**src/rtl/midi_pkg.sv**
```systemverilog
// rtl/midi_pkg.sv - shared types and constants for the MIDI transmit path
package midi_pkg;

    typedef enum logic [1:0] {
        EV_NOTE_OFF = 2'd0,
        EV_NOTE_ON  = 2'd1,
        EV_CTRL     = 2'd2,
        EV_PROG     = 2'd3
    } ev_type_e;

    localparam logic [3:0] NIB_NOTE_OFF = 4'h8;
    localparam logic [3:0] NIB_NOTE_ON  = 4'h9;
    localparam logic [3:0] NIB_CTRL     = 4'hB;
    localparam logic [3:0] NIB_PROG     = 4'hC;

    typedef enum logic [1:0] {
        ST_IDLE,
        ST_STAT,
        ST_D1,
        ST_D2
    } enc_state_e;

    typedef struct packed {
        ev_type_e   typ;
        logic [3:0] ch;
        logic [6:0] d1;
        logic [6:0] d2;
    } midi_event_t;

    function automatic logic [7:0] status_byte(input midi_event_t ev);
        logic [3:0] nib;
        case (ev.typ)
            EV_NOTE_OFF: nib = NIB_NOTE_OFF;
            EV_NOTE_ON:  nib = NIB_NOTE_ON;
            EV_CTRL:     nib = NIB_CTRL;
            default:     nib = NIB_PROG;
        endcase
        return {nib, ev.ch};
    endfunction

endpackage

```
**src/rtl/midi_uart_tx.sv**
```systemverilog
// rtl/midi_uart_tx.sv - 8N1 byte serialiser, bit period = prescale*8 clocks
module midi_uart_tx
    import midi_pkg::*;
(
    input  logic        clk,
    input  logic        reset,
    input  logic [15:0] prescale,
    input  logic        byte_valid,
    output logic        byte_ready,
    input  logic [7:0]  byte_data,
    output logic        txd,
    output logic        active
);

    logic [15:0] period_m1;
    logic [18:0] bit_cnt;
    logic [3:0]  bit_idx;
    logic [8:0]  shreg;
    logic        bit_end;

    assign bit_end = (bit_cnt == {period_m1, 3'b111});
    // Ready in the final stop-bit cycle so a queued byte starts without a gap.
    assign byte_ready = !active || (bit_end && (bit_idx == 4'd9));

    always_ff @(posedge clk) begin
        if (reset) begin
            active    <= 1'b0;
            txd       <= 1'b1;
            period_m1 <= '0;
            bit_cnt   <= '0;
            bit_idx   <= '0;
            shreg     <= '1;
        end else if (byte_valid && byte_ready) begin
            active    <= 1'b1;
            txd       <= 1'b0;
            period_m1 <= (prescale == 16'd0) ? 16'd0 : prescale - 16'd1;
            bit_cnt   <= '0;
            bit_idx   <= '0;
            shreg     <= {1'b1, byte_data};
        end else if (active) begin
            if (bit_end) begin
                bit_cnt <= '0;
                if (bit_idx == 4'd9) begin
                    active <= 1'b0;
                end else begin
                    txd     <= shreg[0];
                    shreg   <= {1'b1, shreg[8:1]};
                    bit_idx <= bit_idx + 4'd1;
                end
            end else begin
                bit_cnt <= bit_cnt + 19'd1;
            end
        end
    end

endmodule

```
**src/rtl/midi_tx.sv**
```systemverilog
// rtl/midi_tx.sv - MIDI OUT: event FIFO, running-status encoder, UART serialiser
module midi_tx
    import midi_pkg::*;
#(
    parameter int FIFO_DEPTH     = 4,
    parameter int RUNNING_STATUS = 1,
    parameter int RS_IDLE_BITS   = 0
) (
    input  logic        clk,
    input  logic        reset,
    input  logic [15:0] prescale,
    input  logic        ev_valid,
    output logic        ev_ready,
    input  logic [1:0]  ev_type,
    input  logic [3:0]  ev_ch,
    input  logic [6:0]  ev_d1,
    input  logic [6:0]  ev_d2,
    output logic        txd,
    output logic        busy
);

    localparam int AW = $clog2(FIFO_DEPTH);
    localparam logic [AW:0] DEPTH_C = (AW + 1)'(FIFO_DEPTH);
    localparam int IW = (RS_IDLE_BITS > 0) ? $clog2(RS_IDLE_BITS + 1) : 1;
    localparam logic [IW-1:0] IDLE_LIM = IW'(RS_IDLE_BITS);

    midi_event_t       mem [FIFO_DEPTH];
    midi_event_t       ev_in, head, cur;
    logic [AW-1:0]     wr_ptr, rd_ptr;
    logic [AW:0]       count;
    logic              full, empty, push, pop;

    enc_state_e        state, state_nx;
    logic [7:0]        status;
    logic              rs_valid, load_rs, rs_expire;
    logic [7:0]        rs_byte;
    logic              byte_valid, byte_ready, hs, last_done, uart_active;
    logic [7:0]        byte_data;

    logic              idle;
    logic [15:0]       idle_pm1;
    logic [18:0]       tick_cnt;
    logic [IW-1:0]     idle_bits;

    always_comb begin
        ev_in     = '0;
        ev_in.typ = ev_type_e'(ev_type);
        ev_in.ch  = ev_ch;
        ev_in.d1  = ev_d1;
        ev_in.d2  = ev_d2;
    end

    assign full     = (count == DEPTH_C);
    assign empty    = (count == '0);
    assign ev_ready = !full;
    assign push     = ev_valid && !full;
    assign head     = mem[rd_ptr];

    always_ff @(posedge clk) begin
        if (push) mem[wr_ptr] <= ev_in;
    end

    always_ff @(posedge clk) begin
        if (reset) begin
            wr_ptr <= '0;
            rd_ptr <= '0;
            count  <= '0;
        end else begin
            if (push) wr_ptr <= wr_ptr + 1'b1;
            if (pop)  rd_ptr <= rd_ptr + 1'b1;
            count <= count + {{AW{1'b0}}, push} - {{AW{1'b0}}, pop};
        end
    end

    assign status = status_byte(cur);
    assign hs     = byte_valid && byte_ready;

    always_comb begin
        state_nx   = state;
        byte_valid = 1'b0;
        byte_data  = 8'h00;
        pop        = 1'b0;
        load_rs    = 1'b0;
        last_done  = 1'b0;
        case (state)
            ST_IDLE: begin
                if (!empty) begin
                    pop      = 1'b1;
                    state_nx = ST_STAT;
                end
            end
            ST_STAT: begin
                if ((RUNNING_STATUS != 0) && rs_valid && (rs_byte == status)) begin
                    state_nx = ST_D1;
                end else begin
                    byte_valid = 1'b1;
                    byte_data  = status;
                    if (byte_ready) begin
                        load_rs  = 1'b1;
                        state_nx = ST_D1;
                    end
                end
            end
            ST_D1: begin
                byte_valid = 1'b1;
                byte_data  = {1'b0, cur.d1};
                if (byte_ready) begin
                    if (cur.typ == EV_PROG) last_done = 1'b1;
                    else                    state_nx  = ST_D2;
                end
            end
            ST_D2: begin
                byte_valid = 1'b1;
                byte_data  = {1'b0, cur.d2};
                if (byte_ready) last_done = 1'b1;
            end
            default: state_nx = ST_IDLE;
        endcase
        // Chain straight into the next event so back-to-back messages have no gap.
        if (last_done) begin
            if (!empty) begin
                pop      = 1'b1;
                state_nx = ST_STAT;
            end else begin
                state_nx = ST_IDLE;
            end
        end
    end

    always_ff @(posedge clk) begin
        if (reset) begin
            state <= ST_IDLE;
            cur   <= '0;
        end else begin
            state <= state_nx;
            if (pop) cur <= head;
        end
    end

    always_ff @(posedge clk) begin
        if (reset) begin
            rs_valid <= 1'b0;
            rs_byte  <= 8'h00;
        end else if (load_rs) begin
            rs_valid <= 1'b1;
            rs_byte  <= status;
        end else if (rs_expire) begin
            rs_valid <= 1'b0;
        end
    end

    // Idle bit-period counter: runs only while nothing is queued or on the wire.
    assign idle      = empty && (state == ST_IDLE) && !uart_active;
    assign idle_pm1  = (prescale == 16'd0) ? 16'd0 : prescale - 16'd1;
    assign rs_expire = (RS_IDLE_BITS > 0) && (idle_bits == IDLE_LIM);

    always_ff @(posedge clk) begin
        if (reset || hs) begin
            tick_cnt  <= '0;
            idle_bits <= '0;
        end else if ((RS_IDLE_BITS > 0) && idle && (idle_bits != IDLE_LIM)) begin
            if (tick_cnt == {idle_pm1, 3'b111}) begin
                tick_cnt  <= '0;
                idle_bits <= idle_bits + IW'(1);
            end else begin
                tick_cnt <= tick_cnt + 19'd1;
            end
        end
    end

    midi_uart_tx u_uart (
        .clk        (clk),
        .reset      (reset),
        .prescale   (prescale),
        .byte_valid (byte_valid),
        .byte_ready (byte_ready),
        .byte_data  (byte_data),
        .txd        (txd),
        .active     (uart_active)
    );

    assign busy = !empty || (state != ST_IDLE) || uart_active;

endmodule

```
**config.mk**
```make
export PLATFORM = sky130hd
export DESIGN_NAME = midi_tx
export DESIGN_NICKNAME = d
export VERILOG_FILES = /design/src/rtl/midi_pkg.sv /design/src/rtl/midi_uart_tx.sv /design/src/rtl/midi_tx.sv
export SDC_FILE = /design/constraint.sdc
export NUM_CORES = 1
export LEC_CHECK = 0
export ABC_AREA = 0
export ABC_CLOCK_PERIOD_IN_PS = 9480
export BUFFER_PORTS_ARGS = -buffer_cell sky130_fd_sc_hd__buf_2
export CORE_UTILIZATION = 40
export DETAILED_ROUTE_END_ITERATION = 7
export SYNTH_ARGS = -nofsm -noshare
export SYNTH_HDL_FRONTEND = slang
export SYNTH_SLANG_ARGS = --single-unit
```
**constraint.sdc**
```tcl
create_clock -name clk -period 9.48 [get_ports clk]
set_input_delay 0.948 -clock clk [delete_from_list [all_inputs] [get_ports clk]]
set_output_delay 0.948 -clock clk [all_outputs]
set_load 0.03 [all_outputs]
```
### Word level (Yosys, flattened, before mapping)

Memory sizes are Yosys's and may differ from the RTL's. A register that Yosys moved wholly into a read port is not among the register bits.
Index checks and enable logic that the tools add are counted.

| word-level totals | value |
|---|---|
| memories kept | 1 |
| RAM bits | 80 |
| bits in registers | 67 |
| logic and storage cells | 98 |

| operators by class | value |
|---|---|
| bitwise gates (word level) | 1 |
| equal/unequal tests | 15 |
| add/sub/neg operators | 7 |
| reductions and logical operators | 23 |
| multiplexer cells | 39 |

Memories:

| name | depth | width | rd ports | clocked after Yosys merged registers in | wr ports | line | source |
|---|---|---|---|---|---|---|---|
| mem | 4 | 20 | 1 | 1 | 1 | midi_tx.sv:27 | `midi_event_t mem [FIFO_DEPTH];` |

Operators with widths:

| operator | count |
|---|---|
| 8-bit 2-to-1 mux | 5 |
| 8-bit one-hot mux with 3 select lines | 1 |
| 1-bit 2-to-1 mux | 21 |
| 19-bit by 1-bit adder with 19-bit output (second input constant) | 1 |
| 19-bit == test | 1 |
| 19-bit 2-to-1 mux | 1 |
| 16-bit logical NOT | 1 |
| 16-bit 2-to-1 mux | 1 |
| 16-bit by 1-bit subtractor with 16-bit output (second input constant) | 1 |
| 2-bit 2-to-1 mux | 6 |
| 3-bit one-hot mux with 3 select lines | 1 |
| 2-bit == test (second input constant) | 4 |
| 8-bit == test | 1 |
| 3-bit != test (second input constant) | 2 |
| 2-bit one-hot mux with 3 select lines | 1 |
| 3-bit AND reduction | 2 |
| 2-bit nonzero test | 3 |
| 5-bit AND reduction | 1 |
| 2-bit by 1-bit adder with 2-bit output (second input constant) | 2 |
| 4-bit by 1-bit adder with 4-bit output (second input constant) | 1 |
| 2-bit by 1-bit == test with 1-bit output (second input constant) | 2 |
| 4-bit == test (second input constant) | 1 |
| 1-bit logical AND | 4 |
| 2-bit logical NOT | 2 |
| other kinds (13) | 19 |

### Longest topological paths before layout

Gate-level depths: netlist of run 1.

| depth | value |
|---|---|
| depth in word-level cells | 9 |
| mapped depth | 15 |
| depth with buffers taken out | 14 |

### Hierarchy

From an unflattened synthesis of run 1, not the netlist that was laid out.

| second synthesis, totals | value |
|---|---|
| cell total of the unflattened synthesis | 638 |
| area total of the unflattened synthesis | 7409.6 sq um |

By module, submodules not included:

| module | area each (sq um) | instances | sequential area each (sq um) | cells an instance |
|---|---|---|---|---|
| midi_tx | 4765.8 | 1 | 3143.0 | 328 |
| midi_uart_tx | 2643.8 | 1 | 980.9 | 310 |

### Least setup slack after synthesis of run 1

No wires, ideal clock.

| timing path | value |
|---|---|
| path kind | register to register |
| from | register state[0] |
| to | register count[2] |
| library setup time | 0.128 ns |
| stages on the path, launching flop included | 16 |
| slack | 6.501 ns |
| buffers on the path | 1 |
| arrival time | 2.852 ns |
| cell sequence | dfxtp_1 > inv_1 > ha_1 > a21oi_1 > nor2_1 > a211oi_2 > clkbuf_2 > nor2_1 > ha_1 > inv_1 > ha_1 > inv_1 > fa_1 > xor2_1 > xnor2_1 > nor2_1 |

| between the ends | value |
|---|---|
| word-level cells in the longest chain between the ends | 5 |

RTL lines:

| item | line | source |
|---|---|---|
| from (decl) | midi_tx.sv:33 | `enc_state_e state, state_nx;` |
| from (signal assigned) | midi_tx.sv:135 | `state <= state_nx;` |
| 2-bit logical NOT | midi_tx.sv:85 | `case (state)` |
| 1-bit 2-to-1 mux | midi_tx.sv:85 |  |
| 1-bit 2-to-1 mux | midi_tx.sv:121 | `if (!empty) begin` |
| 1-bit 2-to-1 mux (*) | midi_tx.sv:120 | `if (last_done) begin` |
| named net pop | midi_tx.sv:31 | `logic full, empty, push, pop;` |
| 3-bit by 1-bit subtractor with 3-bit output (*) | midi_tx.sv:71 | `count <= count + {{AW{1'b0}}, push} - {{AW{1'b0}}, pop};` |
| to (signal assigned) | midi_tx.sv:71 |  |
| to (decl) | midi_tx.sv:30 | `logic [AW:0] count;` |

The timed path passes the listed nets; every way through them passes the cells marked *.
A chain may end at the register's enable or synchronous reset.

### Worst setup path after layout of run 1

Same ends and word-level chain as after synthesis.

==> results.json, run 1 <==
{
  "status": "complete, no violations",
  "grt_util_all_layers": 0.1676,
  "timing.final.setup_violations": 0,
  "required_arrival_time_at_the_worst_endpoint_ns": 9.74,
  "cp_slowest_stage_delay_ns": 1.00,
  "routed_wirelength_microns": 15340,
  "top_cell_family_by_delay_on_the_critical_path": "compound AO/OA/AOI/OAI gates",
  "synth-main-ff-cell": "sky130_fd_sc_hd__dfxtp_1",
  "irDropWorstVdd_uv": 189.5,
  "cp_max_fo": 25,
  "critical_path.startpoint_type": "flop",
  "hold_path_depth": 2,
  "critPathCaptureType": "flop",
  "netlist.area_leader.share": 0.3176,
  "cts_made_buffers": 17,
  "die-height_microns": 139.5,
  "post_route_cells_drive_above_1_share": 0.1884,
  "num-nets-final": 736,
  "final_common_cell": "sky130_fd_sc_hd__dfxtp_1",
  "min_path_type": "reg -> reg",
  "clock_sinks": 166,
  "maxSlewHeadroom": 0.2056,
  "clkSlewWorstSetupHoldPaths_ns": 0.07,
  "ys_async_sr_fraction": 0,
  "drv_slew": 0,
  "crit_type": "reg -> reg",
  "path_cells": "inv_1, ha_1, a21oi_1, nor2_1, a211oi_2, nor2_1, ha_1, inv_1, ha_1, inv_1, fa_1, xor2_1, xnor2_1, nor2_1",
  "finalCritPeriodShare": 0.4134,
  "gp_congestion": 0.8322,
  "clock_insertion_delay_worst_skew_ns": 0.43,
  "area.growth.synth_to_final_pct": 12.16,
  "dpl.hpwl_microns": 10460,
  "rsz0062_at_grt": "no",
  "drt-wirelength-per-cell_microns": 16.70,
  "mostFrequentLayoutCells": "sky130_fd_sc_hd__dfxtp_1 (86), sky130_fd_sc_hd__edfxtp_1 (80), sky130_fd_sc_hd__a21oi_1 (49)",
  "grt_pass1_vias": 5129,
  "cp_num_buf_inv": 3,
  "route.detailed.vias_per_inst": 5.518,
  "core_sq_um": 18270,
  "synth_edf_count": 80,
  "drt_first_pass_iters": 7,
  "drtIter0Drc": 292,
  "grt_first_pass_wirelength_microns": 25740,
  "ff2ff_path_depth": 14,
  "h_tree_depth": 4,
  "max-clock-path-buffers": 2,
  "grt_start_max_net_pins": 57,
  "dr_total_vias": 5071,
  "drv_cap": 0,
  "syn_avg_cell_area_sq_um": 11.58,
  "horizontal_die_dimension_microns": 139.5,
  "yosys-top-cells-area": "sky130_fd_sc_hd__edfxtp_1 (32%), sky130_fd_sc_hd__dfxtp_1 (23%), sky130_fd_sc_hd__mux4_2 (6.0%), sky130_fd_sc_hd__xnor2_1 (4.3%), sky130_fd_sc_hd__a21oi_1 (3.2%)",
  "power-per-cell-area_nw_per_um2": 269.1,
  "period_needed_ns": 3.919,
  "netlist-cell-type-count": 67,
  "tritoncts": "yes",
  "n_diodes": 0,
  "root_buffer": "sky130_fd_sc_hd__clkbuf_16",
  "postRouteAntennaNets": 0,
  "synthesis.yosys.warnings": 0,
  "synth.ff_latch_count": 166,
  "p_leak_nw": 2.883,
  "timing.critical_path.arrival_ns": 4.18,
  "post-synth-top-area-cell": "sky130_fd_sc_hd__edfxtp_1",
  "critical_path_cell_count": 14,
  "tns_ns": 0,
  "grt_antenna_before_repair": 0,
  "cell_with_the_biggest_individual_delay_on_the_critical_path": "sky130_fd_sc_hd__a211oi_2",
  "global_route_overflow": 0,
  "cts_setup_buffers": 0,
  "io_pins": 42,
  "final.fill_count": 1689,
  "hold_buffers": 0,
  "synth-seq-area-share": 0.5452,
  "fin_skew_ns": 0.01109,
  "placement_rows": 49,
  "cts_resizes": 0,
  "postSynthNetCount": 712,
  "initial_core_util": 0.4140,
  "worst-slew-pin-transition_ns": 1.189,
  "final_core_util": 0.4643,
  "finalHoldViolCount": 0,
  "fmax_ghz": 0.2552,
  "port_buffers": 41,
  "drc_errors": 0,
  "netlist_area_sq_um": 7564,
  "floorplan.die_area_sq_um": 19460,
  "syn-instance-count": 653
}
[path summary, 6_finish.rpt]
check,from,to,slack [ns]
worst max-delay path,state[0],count[2],5.56
worst min-delay path,cur[7],cur[7],0.48
worst max register to register,state[0],count[2],5.56
worst min register to register,cur[7],cur[7],0.48
[cell type report]
class / instances / area, sq um / share of cell area
clock buffers: 17 / 425.4 / 0.05015
repair buffers: 44 / 227.7 / 0.02684
flip-flops and latches: 166 / 4124 / 0.4861
clock inverters: 15 / 168.9 / 0.01991
multi-input cells: 429 / 3179 / 0.3748
inverters: 19 / 71.32 / 0.008407
well taps: 229 / 286.5 / 0.03378
[power by group]
part           switching (mW)  leakage (nW)  internal (mW)
Clock                   0.321         0.284          0.356
Sequential             0.0933          1.43          0.876
Combinational           0.390          1.17          0.247
[registers in the layout, summed over array words and instances (netlist names), 2 cells and up]
name and cells:
mem 80, cur 20, u_uart.bit_cnt 19, u_uart.period_m1 16
u_uart.shreg 8, rs_byte 7, u_uart.bit_idx 4, count 3
rd_ptr 2, state 2, wr_ptr 2
[layer usage]
layer / share of wire / global-route usage / vias up
met5: 0 / 0 / -
met4: 0.011 / 0.05789 / 0
met3: 0.036 / 0.03269 / 13
met2: 0.48 / 0.2764 / 105
met1: 0.47 / 0.2203 / 2483
li1: - / - / 2470
[metrics by stage]
step	area [sq um]	setup WS (ns)	power, mW	instances	hold WS [ns]
floorplan	7564	6.501	1.462	653	0.4535
global placement	7889	5.741	1.602	887	0.4642
detailed placement	7889	5.571	1.628	887	0.4765
CTS	8483	5.550	2.306	919	0.4877
global route	8483	5.176	2.422	919	0.5165
finish	8483	5.561	2.283	919	0.4850
[tightest hold or removal path: cells and delay by family, from the launching register on]
family / cells / cell delay [ns]
DFF: 1 / 0.31
AOI/OAI and AO/OA: 2 / 0.13
[synthesized netlist by cell type (all sizes together), types with 3 or more instances]
| cell type | number |
|---|---|
| dfxtp | 86 |
| edfxtp | 80 |
| a21oi | 50 |
| nand3 | 43 |
| xnor2 | 41 |
| o21ai | 39 |
| nand2 | 38 |
| nor2 | 38 |
| nor3 | 21 |
| buf | 20 |
| mux4 | 20 |
| clkbuf | 19 |
| ha | 19 |
| inv | 18 |
| xor2 | 13 |
| and3 | 11 |
| a31o | 10 |
| o211ai | 9 |
| or3 | 9 |
| nand4 | 8 |
| a222oi | 7 |
| nand3b | 6 |
| nor4 | 6 |
| a21o | 4 |
| a211oi | 3 |
| a311oi | 3 |
| o31ai | 3 |
[cells by family (layout without fill, tap and decap cells)]
family / after synthesis / count (layout) / share of synthesized area
buffers and inverters: 58 / 95 / 0.03507
adders and majority gates: 20 / 20 / 0.03408
and+or+nand+nor: 191 / 191 / 0.1347
AOI/OAI and AO/OA: 142 / 142 / 0.1221
muxes: 22 / 22 / 0.06237
DFF: 166 / 166 / 0.5452
xor gates and xnor gates: 54 / 54 / 0.06650
(Power assumes the default switching activity.)
==> run 2: changes to the inputs <==
--- a/config.mk
+++ b/config.mk
@@ -6,7 +6,7 @@
 export NUM_CORES = 1
 export LEC_CHECK = 0
 export ABC_AREA = 0
-export ABC_CLOCK_PERIOD_IN_PS = 9480
+export ABC_CLOCK_PERIOD_IN_PS = 3400
 export BUFFER_PORTS_ARGS = -buffer_cell sky130_fd_sc_hd__buf_2
 export CORE_UTILIZATION = 40
 export DETAILED_ROUTE_END_ITERATION = 7
==> constraint.sdc (replaced) <==
create_clock -name clk -period 3.4 [get_ports clk]
set_input_delay 0.34 -clock clk [delete_from_list [all_inputs] [get_ports clk]]
set_output_delay 0.34 -clock clk [all_outputs]
set_load 0.03 [all_outputs]
==> run 2 against run 1 <==
Sequential share of layout area decreased by 0.40 points. Worst setup slack got worse by 5.1 ns. Cell count increased by 1.2%. Design area increased by 0.83%.
==> results.json, run 2 (synthesis results as in run 1) <==
{
  "tritoncts": "yes",
  "root_buffer": "sky130_fd_sc_hd__clkbuf_16",
  "period_needed_ns": 2.934,
  "cp_num_buf_inv": 3,
  "cts_resizes": 0,
  "post_route_cells_drive_above_1_share": 0.1997,
  "route.detailed.vias_per_inst": 5.547,
  "p_leak_nw": 2.938,
  "cp_max_fo": 7,
  "grt_pass1_vias": 5145,
  "cell_with_the_biggest_individual_delay_on_the_critical_path": "sky130_fd_sc_hd__dfxtp_1",
  "worst-slew-pin-transition_ns": 1.064,
  "grt_antenna_before_repair": 0,
  "port_buffers": 41,
  "clock_sinks": 166,
  "fin_skew_ns": 0.01199,
  "grt_start_max_net_pins": 55,
  "routed_wirelength_microns": 15720,
  "power-per-cell-area_nw_per_um2": 746.5,
  "horizontal_die_dimension_microns": 139.5,
  "fmax_ghz": 0.3408,
  "io_pins": 42,
  "clock_insertion_delay_worst_skew_ns": 0.44,
  "h_tree_depth": 4,
  "timing.critical_path.arrival_ns": 3.23,
  "area.growth.synth_to_final_pct": 13.09,
  "core_sq_um": 18270,
  "min_path_type": "in -> reg",
  "finalCritPeriodShare": 0.8629,
  "drt_first_pass_iters": 5,
  "maxSlewHeadroom": 0.2894,
  "finalHoldViolCount": 0,
  "hold_buffers": 0,
  "critical_path_cell_count": 14,
  "drtIter0Drc": 374,
  "num-nets-final": 747,
  "grt_util_all_layers": 0.1681,
  "dpl.hpwl_microns": 10640,
  "ff2ff_path_depth": 14,
  "final_critical_path_setup_slack_ns": 0.4660,
  "n_diodes": 0,
  "grt_first_pass_wirelength_microns": 25610,
  "placedCellCount": 898,
  "path_cells": "inv_1, ha_1, a21oi_1, nor2_1, a211oi_2, nor2_1, ha_1, inv_1, ha_1, inv_1, fa_1, xor2_1, xnor2_1, nor2_1",
  "drv_slew": 0,
  "timing.final.setup_violations": 0,
  "drt-wirelength-per-cell_microns": 16.90,
  "initial_core_util": 0.4140,
  "final_common_cell": "sky130_fd_sc_hd__dfxtp_1",
  "hold_path_depth": 1,
  "tns_ns": 0,
  "max-clock-path-buffers": 2,
  "critical_path.startpoint_type": "flop",
  "global_route_overflow": 0,
  "placedInstanceArea_sq_um": 7971,
  "crit_type": "reg -> reg",
  "irDropWorstVdd_uv": 456.2,
  "largest_register_ff_count": 80,
  "postRouteAntennaNets": 0,
  "largestRegisters": "mem: 80 flops, cur: 20 flops, u_uart.bit_cnt: 19 flops",
  "dp_worst_setup_slack_ns": 0.4420,
  "dr_total_vias": 5159,
  "critPathCaptureType": "flop",
  "rsz0062_at_grt": "no",
  "cts_setup_buffers": 0,
  "required_arrival_time_at_the_worst_endpoint_ns": 3.70,
  "cts_made_buffers": 17,
  "finish.cell_count_without_fillers": 930,
  "die-height_microns": 139.5,
  "final.fill_count": 1649,
  "placement_rows": 49,
  "mostFrequentLayoutCells": "sky130_fd_sc_hd__dfxtp_1 (86), sky130_fd_sc_hd__edfxtp_1 (80), sky130_fd_sc_hd__a21oi_1 (49)",
  "regMostFlops": "mem",
  "status": "complete, no violations",
  "drv_cap": 0,
  "drc_errors": 0,
  "gp_congestion": 0.8203,
  "cp_slowest_stage_delay_ns": 0.46,
  "post-route-cell-area_sq_um": 8553,
  "top_cell_family_by_delay_on_the_critical_path": "adder cells",
  "floorplan.die_area_sq_um": 19460,
  "clkSlewWorstSetupHoldPaths_ns": 0.07
}
## run 2: path summary, 6_finish.rpt
kind / start / endpoint / slack (ns)
setup / recovery: state[0] / count[2] / 0.47
hold reg to reg: cur[6] / cur[6] / 0.49
hold / removal: ev_d1[6] / mem[3][13] / 0.11
setup reg to reg: state[0] / count[2] / 0.47
## run 2: worst register-to-register path: stages (launching register included)
cell and delay, ns:
sky130_fd_sc_hd__dfxtp_1 0.46, sky130_fd_sc_hd__inv_1 0.14, sky130_fd_sc_hd__ha_1 0.24, sky130_fd_sc_hd__a21oi_1 0.30
sky130_fd_sc_hd__nor2_1 0.12, sky130_fd_sc_hd__a211oi_2 0.25, sky130_fd_sc_hd__nor2_1 0.06, sky130_fd_sc_hd__ha_1 0.27
sky130_fd_sc_hd__inv_1 0.05, sky130_fd_sc_hd__ha_1 0.13, sky130_fd_sc_hd__inv_1 0.04, sky130_fd_sc_hd__fa_1 0.38
sky130_fd_sc_hd__xor2_1 0.17, sky130_fd_sc_hd__xnor2_1 0.13, sky130_fd_sc_hd__nor2_1 0.05
## run 2: cell type report
type,instances,area [sq um],area share
Inverter,19,71.32,0.008338
Clock inverter,15,156.4,0.01829
Multi-Input combinational cell,429,3179,0.3717
Clock buffer,17,425.4,0.04974
Tap cell,229,286.5,0.03350
Sequential cell,166,4124,0.4822
Timing Repair Buffer,55,310.3,0.03628
## run 2: per-layer routing
layer / track usage / routed length [microns]
met5: 0 / 0
met1: 0.2165 / 7271
met4: 0.06374 / 205
met2: 0.2788 / 7632
met3: 0.03407 / 609
## run 2: metrics by stage
stage | hold WS (ns) | power (mW) | util
floorplan | 0.4389 | 4.076 | -
global placement | 0.4660 | 4.510 | 0.4363
detailed placement | 0.4735 | 4.572 | 0.4363
CTS | 0.1006 | 6.438 | 0.4682
global route | 0.1005 | 6.744 | 0.4682
finish | 0.1105 | 6.385 | 0.4682
## run 2: where the power goes
group	total (mW)	internal [mW]	switching [mW]
logic	1.83	0.723	1.11
registers	2.70	2.44	0.259
clock network	1.86	0.978	0.878
